<file path="config.mk">
export PLATFORM = sky130hd
export DESIGN_NAME = climate_sensor_averager
export DESIGN_NICKNAME = d
export VERILOG_FILES = /design/src/rtl/climate_pkg.sv /design/src/rtl/climate_avg_lane.sv /design/src/rtl/climate_sensor_averager.sv
export SDC_FILE = /design/constraint.sdc
export NUM_CORES = 1
export LEC_CHECK = 0
export CORE_MARGIN = 3
export CORE_UTILIZATION = 30
export CTS_CLUSTER_DIAMETER = 100
export CTS_CLUSTER_SIZE = 28
export DETAILED_ROUTE_END_ITERATION = 7
export HOLD_SLACK_MARGIN = 0.15
export PLACE_DENSITY_LB_ADDON = 0.1
export SYNTH_ARGS = -nofsm -noshare
export SYNTH_HDL_FRONTEND = slang
export SYNTH_SLANG_ARGS = --single-unit
</file>
<file path="constraint.sdc">
create_clock -name clk -period 6.4 [get_ports clk]
set_clock_uncertainty 0.15 [all_clocks]
set_input_delay 0.64 -clock clk [delete_from_list [all_inputs] [get_ports clk]]
set_output_delay 0.64 -clock clk [all_outputs]
set_load 0.1 [all_outputs]
</file>
<file path="src/rtl/climate_pkg.sv">
// Shared types for the climate sensor front end and predictor.
// Sample widths, averager FSM states and counter widths.
package climate_pkg;

    localparam int TEMP_W  = 8;
    localparam int PRESS_W = 11;

    // Sample counter covers windows up to 16; idle timer up to 255.
    localparam int CNT_W = 5;
    localparam int TMR_W = 8;

    typedef logic signed [TEMP_W-1:0] temp_t;
    typedef logic        [PRESS_W-1:0] press_t;

    typedef enum logic {
        IDLE  = 1'b0,
        ACCUM = 1'b1
    } avg_state_t;

endpackage

</file>
<file path="src/rtl/climate_avg_lane.sv">
// One accumulate-and-shift averaging lane.
// Result is combinational: (acc + sample) scaled by 2^-LOG2_N.
module climate_avg_lane #(
    parameter int W      = 8,
    parameter bit SIGNED = 1'b1,
    parameter int LOG2_N = 2
) (
    input  logic         clk,
    input  logic         rst_n,
    input  logic         clr,
    input  logic         add,
    input  logic [W-1:0] sample,
    output logic [W-1:0] result
);

    localparam int AW = W + LOG2_N;

    logic [AW-1:0] acc;
    logic [AW-1:0] ext;
    logic [AW-1:0] sum;

    generate
        if (SIGNED) begin : g_signed
            assign ext    = AW'($signed(sample));
            assign result = W'($signed(sum) >>> LOG2_N);
        end else begin : g_unsigned
            assign ext    = AW'(sample);
            assign result = W'(sum >> LOG2_N);
        end
    endgenerate

    assign sum = acc + ext;

    // Running window sum; clear wins over add.
    always_ff @(posedge clk or negedge rst_n) begin
        if (!rst_n) begin
            acc <= '0;
        end else if (clr) begin
            acc <= '0;
        end else if (add) begin
            acc <= sum;
        end
    end

endmodule

</file>
<file path="src/rtl/climate_sensor_averager.sv">
// Windowed averager feeding climate_prediction.
// Emits held averages per 2^LOG2_N samples; drops stale windows.
module climate_sensor_averager
    import climate_pkg::*;
#(
    parameter int LOG2_N  = 2,
    parameter int TIMEOUT = 16
) (
    input  logic               clk,
    input  logic               rst_n,
    input  logic               sample_valid,
    input  logic [TEMP_W-1:0]  raw_temp,
    input  logic [PRESS_W-1:0] raw_press,
    output logic [TEMP_W-1:0]  temperature,
    output logic [PRESS_W-1:0] pressure,
    output logic               out_valid,
    output logic               primed,
    output logic               timeout
);

    localparam logic [CNT_W-1:0] N_CNT  = CNT_W'(1 << LOG2_N);
    localparam logic [TMR_W-1:0] T_LAST = TMR_W'(TIMEOUT - 1);

    avg_state_t state;
    avg_state_t state_nxt;

    logic [CNT_W-1:0] count;
    logic [CNT_W-1:0] count_nxt;
    logic [CNT_W-1:0] count_inc;
    logic [TMR_W-1:0] timer;
    logic [TMR_W-1:0] timer_nxt;

    logic   emit;
    logic   discard;
    logic   add;
    logic   last;
    temp_t  temp_avg;
    press_t press_avg;

    assign count_inc = count + 1'b1;
    assign last      = (count_inc == N_CNT);

    climate_avg_lane #(
        .W      (TEMP_W),
        .SIGNED (1'b1),
        .LOG2_N (LOG2_N)
    ) u_temp_lane (
        .clk    (clk),
        .rst_n  (rst_n),
        .clr    (emit | discard),
        .add    (add),
        .sample (raw_temp),
        .result (temp_avg)
    );

    climate_avg_lane #(
        .W      (PRESS_W),
        .SIGNED (1'b0),
        .LOG2_N (LOG2_N)
    ) u_press_lane (
        .clk    (clk),
        .rst_n  (rst_n),
        .clr    (emit | discard),
        .add    (add),
        .sample (raw_press),
        .result (press_avg)
    );

    // FSM state register.
    always_ff @(posedge clk or negedge rst_n) begin
        if (!rst_n) begin
            state <= IDLE;
        end else begin
            state <= state_nxt;
        end
    end

    // Next state, counter/timer updates and lane controls.
    always_comb begin
        state_nxt = state;
        count_nxt = count;
        timer_nxt = timer;
        emit      = 1'b0;
        discard   = 1'b0;
        add       = 1'b0;
        unique case (state)
            IDLE: begin
                timer_nxt = '0;
                if (sample_valid) begin
                    if (last) begin
                        emit      = 1'b1;
                        count_nxt = '0;
                    end else begin
                        add       = 1'b1;
                        count_nxt = count_inc;
                        state_nxt = ACCUM;
                    end
                end
            end
            ACCUM: begin
                if (sample_valid) begin
                    timer_nxt = '0;
                    if (last) begin
                        emit      = 1'b1;
                        count_nxt = '0;
                        state_nxt = IDLE;
                    end else begin
                        add       = 1'b1;
                        count_nxt = count_inc;
                    end
                end else if (timer == T_LAST) begin
                    discard   = 1'b1;
                    count_nxt = '0;
                    timer_nxt = '0;
                    state_nxt = IDLE;
                end else begin
                    timer_nxt = timer + 1'b1;
                end
            end
            default: begin
                state_nxt = IDLE;
                count_nxt = '0;
                timer_nxt = '0;
            end
        endcase
    end

    // Sample counter and idle timer.
    always_ff @(posedge clk or negedge rst_n) begin
        if (!rst_n) begin
            count <= '0;
            timer <= '0;
        end else begin
            count <= count_nxt;
            timer <= timer_nxt;
        end
    end

    // Held averages and status pulses.
    always_ff @(posedge clk or negedge rst_n) begin
        if (!rst_n) begin
            temperature <= '0;
            pressure    <= '0;
            out_valid   <= 1'b0;
            primed      <= 1'b0;
            timeout     <= 1'b0;
        end else begin
            out_valid <= emit;
            timeout   <= discard;
            if (emit) begin
                temperature <= temp_avg;
                pressure    <= press_avg;
                primed      <= 1'b1;
            end
        end
    end

endmodule

</file>
==> results of run 1 <==
==> stage by stage <==
| stage | worst slack, ns | hold slack (ns) | instances |
|---|---|---|---|
| after floorplan | 3.83 | 0.194 | 289 |
| after global placement | 3.19 | 0.303 | 462 |
| after detailed placement | 3.15 | 0.311 | 462 |
| after CTS | 3.51 | 0.327 | 478 |
| after global routing | 3.39 | 0.351 | 478 |
| final | 3.50 | 0.301 | 478 |
==> routing by layer <==
| layer | up-vias | global-route usage | wire [um] |
|---|---|---|---|
| met5 | - | 0 | 0 |
| met4 | 0 | 0.0534 | 119 |
| met3 | 10 | 0.0294 | 322 |
| met2 | 46 | 0.200 | 3020 |
| met1 | 1083 | 0.186 | 3680 |
| li1 | 1135 | - | - |
==> Yosys cell counts (6+ instances only) <==
cell type   n  area [um^2]
dfrtp_1    59         1480
nand2_1    26         97.6
ha_1       23          288
a22o_1     21          184
a21oi_1    16         80.1
xnor2_1    16          140
nor2_1     14         52.6
o21ai_0    12         60.1
a21o_1     10         75.1
xor2_1     10         87.6
mux2_2      7         78.8
mux2_4      7          105
nor2b_1     6         37.5
==> kinds of logic after synthesis <==
logic type,share of synthesized area
simple gates,0.104
compound gates,0.171
fa+ha+maj,0.101
buf+inv,0.0290
xor+xnor,0.0754
mux,0.0630
flops,0.456
==> worst paths after layout <==
check	start	to	slack (ns)	cells after the start
worst max-delay path	raw_press[0]	u_press_lane.acc[12]$_DFFE_PN0P_	3.50	9
worst min-delay path	rst_n	primed$_DFFE_PN0P_	0.30	2
max in group asynchronous	rst_n	u_press_lane.acc[11]$_DFFE_PN0P_	5.28	2
worst min register to register	timer[0]$_DFF_PN0_	timer[0]$_DFF_PN0_	0.32	1
worst max register to register	count[0]$_DFFE_PN0P_	pressure[8]$_DFFE_PN0P_	3.85	6
min in group clk	timer[0]$_DFF_PN0_	timer[0]$_DFF_PN0_	0.32	1
==> critical path, cell delays in order <==
cell and delay [ns]:
clkdlybuf4s50_1 0.43, ha_1 0.24, fa_1 0.41, a21o_1 0.21, a31oi_1 0.29, a211oi_1 0.14
o21ai_1 0.27, o31ai_1 0.11, a31o_2 0.24
==> flip-flops by register name (all words and copies together), names as in the netlist <==
| name | count |
|---|---|
| timer | 8 |
| state | 1 |
| count | 5 |
| pressure | 11 |
| timeout | 1 |
| primed | 1 |
| temperature | 8 |
| u_temp_lane.acc | 10 |
| out_valid | 1 |
| u_press_lane.acc | 13 |
==> power by group through the flow <==
stage               Combinational [uW]  Clock, uW  Sequential [uW]
floorplan                          614          0             1040
global placement                  1300          0              623
detailed placement                1300          0              622
CTS                               1310        370              618
global route                      1410        392              636
finish                            1300        356              616
==> final cells by class <==
class,instances,area [um^2],share of cell area
flip-flops and latches,59,1480,0.370
clock inverters,4,48.8,0.0122
repair buffers,45,440,0.110
inverters,6,27.5,0.00689
multi-input cells,216,1670,0.419
well taps,136,170,0.0426
clock buffers,12,155,0.0389
==> metrics.md, run 1 <==
| Metric | Value |
|---|---|
| Top_reg_cell synth | dfrtp_1 |
| Layout cells sized above 1 | 0.126 |
| Setup Buffers After CTS | 0 |
| Fin crit period | about 2.9 ns |
| Worst endpoint data arrival time | about 3 ns |
| Worst-path maximum fanout | 3 |
| Worst slew pin tran | 1.02 ns |
| Clk slew on worst S/H paths | around 0.07 ns |
| Final HPWL DP | roughly 4800 um |
| Core area | 10400 um^2 |
| Hold WC Path Type | input port to asynchronous set/reset pin |
| Initial Util | 0.311 |
| Ys Warns | 0 |
| Largest net degree at the start of global routing | 60 |
| Wire per inst | 15.0 um |
| Initial DRC count | 67 |
| Most common cell after layout, fill and taps aside | dfrtp_1 |
| Sw Pwr | between 1000 and 1500 uW |
| # hold bufs at CTS | 0 |
| Number of flops mapped to enable cells by yosys | 0 |
| Worst Setup End Kind | flop |
| Slew HR | 0.318 |
| Worst vdd ir | roughly 330 uV |
| Num Clock Sinks | ~60 |
| Switch share | 0.478 |
| Die area | about 12000 um^2 |
| N_diodes | 0 |
| Global-route wire length before repair | ~12000 um |
| Post-synthesis average cell area | approximately 11 um^2 |
| Syn-to-layout area delta | 23.3% |
| Comb power frac | 0.572 |
| Routed WL | approximately 7000 um |
| Setup_tns | 0 ns |
| Setup-failing EPs final | 0 |
| Post-synth cell types | 47 |
| DP Area | 3790 um^2 |
| #FFs+latches synth | 59 |
| Status | complete, no violations |
| Die span in x | 110 um |
| WS Path Type | input port to flop |
| Via count | about 2.3k |
| Unrepaired setup endpoints after global routing | false |
| Final hold vios | 0 |
| Register area share after synthesis | 0.456 |
| Buffers on Ports | 43 |
| P per Cell Area | ~570 nW/um^2 |
| FP Rows | 37 |
| CTS Buf Count | 9 |
| Gr ovfl total | 0 |
| Bufs on Longest Clock Path | 2 |
| First-pass iteration count of the detailed router | 4 |
| Via/cell ratio | 4.76 |
| Remaining antenna violation count after routing | 0 |
| Total track usage | 0.134 |
| Synthesized instance count | roughly 290 |
| Antenna violations before repair | 0 |
| Top achievable clock speed | roughly 350 MHz |
| Async SR Flop Fraction | 1.00 |
| Worst-skew pair later-pin latency | approximately 0.34 ns |
| Post_cts resized | 0 |
| Fill cell count | 1039 |
| Setup crit start kind | input port |
| Power after layout | 2270 uW |
| Netlist Area Pre-Place | approximately 3200 um^2 |
| Residual DRC | 0 |
| P_int | approximately 1200 uW |
| Cell area after layout | between 3000 and 4000 um^2 |
| Fin. max-slew vios | 0 |
| Post-Synthesis Net Count | around 340 |
| MaxCap Viol Count | 0 |
| Clk pwr share | 0.157 |
| Number of global-route vias before repair | roughly 2.5k |
| Final core occ | 0.383 |
| Crit share post-route | 0.453 |
| Clk Tree Root Cell | clkbuf_8 |
| Die Ht | 110 um |
| CTS tree | built |
| Most frequent cells in the layout | dfrtp_1 (59), clkdlybuf4s50_1 (42), nand2_1 (26) |
| Leakage Power | around 0.0018 uW |
| H-tree depth | 3 |
| Sequential share of power | 0.271 |
| Final Wtd Congestion | 0.756 |
| Worst endpoint required time | ~6.5 ns |
| Nets | ~380 |
| # IOs | 44 |
(Power assumes the default switching activity.)
==> inputs of run 2 (changes only) <==
==> constraint.sdc (replaced) <==
create_clock -name clk -period 2.6 [get_ports clk]
set_clock_uncertainty 0.15 [all_clocks]
set_input_delay 0.26 -clock clk [delete_from_list [all_inputs] [get_ports clk]]
set_output_delay 0.26 -clock clk [all_outputs]
set_load 0.1 [all_outputs]
==> run 2 against run 1 <==
  * Register-to-register slack worse by 3.6 ns
  * Via count up 2.5%
  * Utilization up 0.26 points
  * Count of clock-buffer cells in the layout unchanged
  * Power up 140%
  * Hold slack better by 0.010 ns
  * Worst setup slack worse by 3.3 ns
  * Largest power group unchanged
  * Die area unchanged
==> metrics.md, run 2 (synthesized netlist as in run 1, its figures left out) <==
| Metric | Value |
|---|---|
| Status | complete, no violations |
| Worst path cell trace | ha_1 > fa_1 > a21o_1 > a21oi_2 > nor2_1 > a221oi_2 > xnor2_1 > mux2_4 |
| Final HPWL DP | 5160 um |
| Layout cells sized above 1 | 0.218 |
| Power after layout | 5500 uW |
| Die span in x | around 110 um |
| CTS Buf Count | 9 |
| # IOs | 44 |
| Via count | between 2k and 2.5k |
| Final Wtd Congestion | 0.786 |
| Gr ovfl total | 0 |
| P_int | about 2800 uW |
| Worst-path maximum fanout | 3 |
| Initial DRC count | around 110 |
| Residual DRC | 0 |
| Final non-filler cell total | between 400 and 500 |
| Number of global-route vias before repair | 2445 |
| Fill cell count | roughly 1.0k |
| FP Rows | 37 |
| Worst slew pin tran | slightly below 0.8 ns |
| Setup_tns | 0 ns |
| N_diodes | 0 |
| Largest register FFs | 13 |
| Worst vdd ir | roughly 650 uV |
| Cell area after layout | ~4000 um^2 |
| Core area | 10400 um^2 |
| Initial Util | 0.311 |
| DP Area | 3840 um^2 |
| Sw Pwr | approximately 2700 uW |
| Wire per inst | about 15 um |
| Remaining antenna violation count after routing | 0 |
| Routed WL | between 7000 and 8000 um |
| Most common cell after layout, fill and taps aside | dfrtp_1 |
| Leakage Power | around 0.0019 uW |
| P per Cell Area | roughly 1400 nW/um^2 |
| Slowest CP cell | fa_1 |
| Max incr delay on CP | ~0.40 ns |
| Total track usage | 0.132 |
| Hold WC Path Type | flop to flop |
| Final core occ | 0.386 |
| Switch share | 0.483 |
| Syn-to-layout area delta | 24.2% |
| Setup Buffers After CTS | 0 |
| Worst-skew pair later-pin latency | 0.33 ns |
| Slew HR | 0.480 |
| CTS tree | built |
| Sequential share of power | 0.276 |
| Clk pwr share | 0.135 |
| Setup crit start kind | flop |
| Global-route wire length before repair | 12400 um |
| Num Clock Sinks | 59 |
| Crit share post-route | 0.917 |
| Buffers on Ports | 43 |
| Bufs on Longest Clock Path | 2 |
| Worst Setup End Kind | flop |
| Unrepaired setup endpoints after global routing | false |
| Setup-failing EPs final | 0 |
| Largest net degree at the start of global routing | 38 |
| Fin crit period | between 2 and 2.5 ns |
| Worst endpoint data arrival time | approximately 2.5 ns |
| Comb power frac | 0.589 |
| Nets | just under 400 |
| Worst endpoint required time | 2.66 ns |
| Die Ht | 110 um |
| Die area | between 10000 and 15000 um^2 |
| First-pass iteration count of the detailed router | 4 |
| WS Path Type | flop to flop |
| Post-Place Cells | 475 |
| Most frequent cells in the layout | dfrtp_1 (59), buf_4 (36), nand2_1 (26) |
| Register Area | 1480 um^2 |
| H-tree depth | 3 |
| Via/cell ratio | 4.76 |
| Largest registers | u_press_lane.acc: 13 flops, pressure: 11 flops, u_temp_lane.acc: 10 flops |
| Final hold vios | 0 |
| Top achievable clock speed | about 420 MHz |
| Multi-input gate area | approximately 1700 um^2 |
| MaxCap Viol Count | 0 |
| Clk Tree Root Cell | clkbuf_8 |
| Fin. max-slew vios | 0 |
| Antenna violations before repair | 0 |
| Clk slew on worst S/H paths | 0.07 ns |
| Reg with most FFs | u_press_lane.acc |
==> run 2: worst max-delay path: cells and delay by family, from the launching register on <==
kind | cells | cell delay (ns)
flops | 1 | 0.38
mux | 1 | 0.26
compound gates | 3 | 0.67
xor+xnor | 1 | 0.11
simple gates | 1 | 0.07
fa+ha+maj | 2 | 0.61
==> run 2: layout make-up <==
class                   instances  share of cell area
clock buffers                  12              0.0386
clock inverters                 2             0.00311
inverters                       6             0.00685
multi-input cells             216               0.416
flip-flops and latches         59               0.367
well taps                     136              0.0423
repair buffers                 59               0.126
==> run 2: metrics by stage <==
step | setup WS [ns] | hold WS (ns)
floorplan | 0.312 | -0.186
global placement | -0.199 | 0.143
detailed placement | -0.192 | 0.152
CTS | 0.159 | 0.317
global route | 0.00992 | 0.335
finish | 0.217 | 0.311
==> run 2: path summary, 6_finish.rpt <==
kind | startpoint | endpoint | slack [ns] | cells after the start
max in group asynchronous | rst_n | temperature[6]$_DFFE_PN0P_ | 1.38 | 3
min in group asynchronous | rst_n | pressure[2]$_DFFE_PN0P_ | 0.32 | 2
setup reg to reg | u_temp_lane.acc[0]$_DFFE_PN0P_ | temperature[6]$_DFFE_PN0P_ | 0.22 | 8
hold reg to reg | timer[0]$_DFF_PN0_ | timer[0]$_DFF_PN0_ | 0.31 | 1
hold / removal | timer[0]$_DFF_PN0_ | timer[0]$_DFF_PN0_ | 0.31 | 1
setup / recovery | u_temp_lane.acc[0]$_DFFE_PN0P_ | temperature[6]$_DFFE_PN0P_ | 0.22 | 8
==> run 2: routing by layer <==
metal,share of wire,vias up,track usage
li1,-,1164,-
met1,0.51,1116,0.183
met2,0.44,45,0.205
met3,0.041,6,0.0376
met4,0.0091,0,0.0321
met5,0,-,0
==> run 2: power by group through the flow <==
stage / Clock, uW / Sequential (uW) / Combinational [uW]
6_report: 745 / 1520 / 3240
5_1_grt: 813 / 1580 / 3520
4_1_cts: 781 / 1520 / 3260
3_5_place_dp: 0 / 1530 / 3250
3_3_place_gp: 0 / 1540 / 3240
2_1_floorplan: 0 / 2550 / 1510
==> run 2: repair_timing <==
action,4_1_cts,5_1_grt
hold buffers,1,0
gates resized for setup,0,1
endpoints found under the hold margin,22,0
setup endpoints to repair,0,1
==> inputs of run 3 (changes only) <==
--- a/config.mk
+++ b/config.mk
@@ -7,11 +7,11 @@
 export LEC_CHECK = 0
 export CORE_MARGIN = 3
 export CORE_UTILIZATION = 30
-export CTS_CLUSTER_DIAMETER = 100
 export CTS_CLUSTER_SIZE = 28
 export DETAILED_ROUTE_END_ITERATION = 7
 export HOLD_SLACK_MARGIN = 0.15
 export PLACE_DENSITY_LB_ADDON = 0.1
+export SKIP_CTS_REPAIR_TIMING = 1
 export SYNTH_ARGS = -nofsm -noshare
 export SYNTH_HDL_FRONTEND = slang
 export SYNTH_SLANG_ARGS = --single-unit
==> results of run 3 <==
Same layout as run 2: the final DEF is identical, and so are final timing and power.
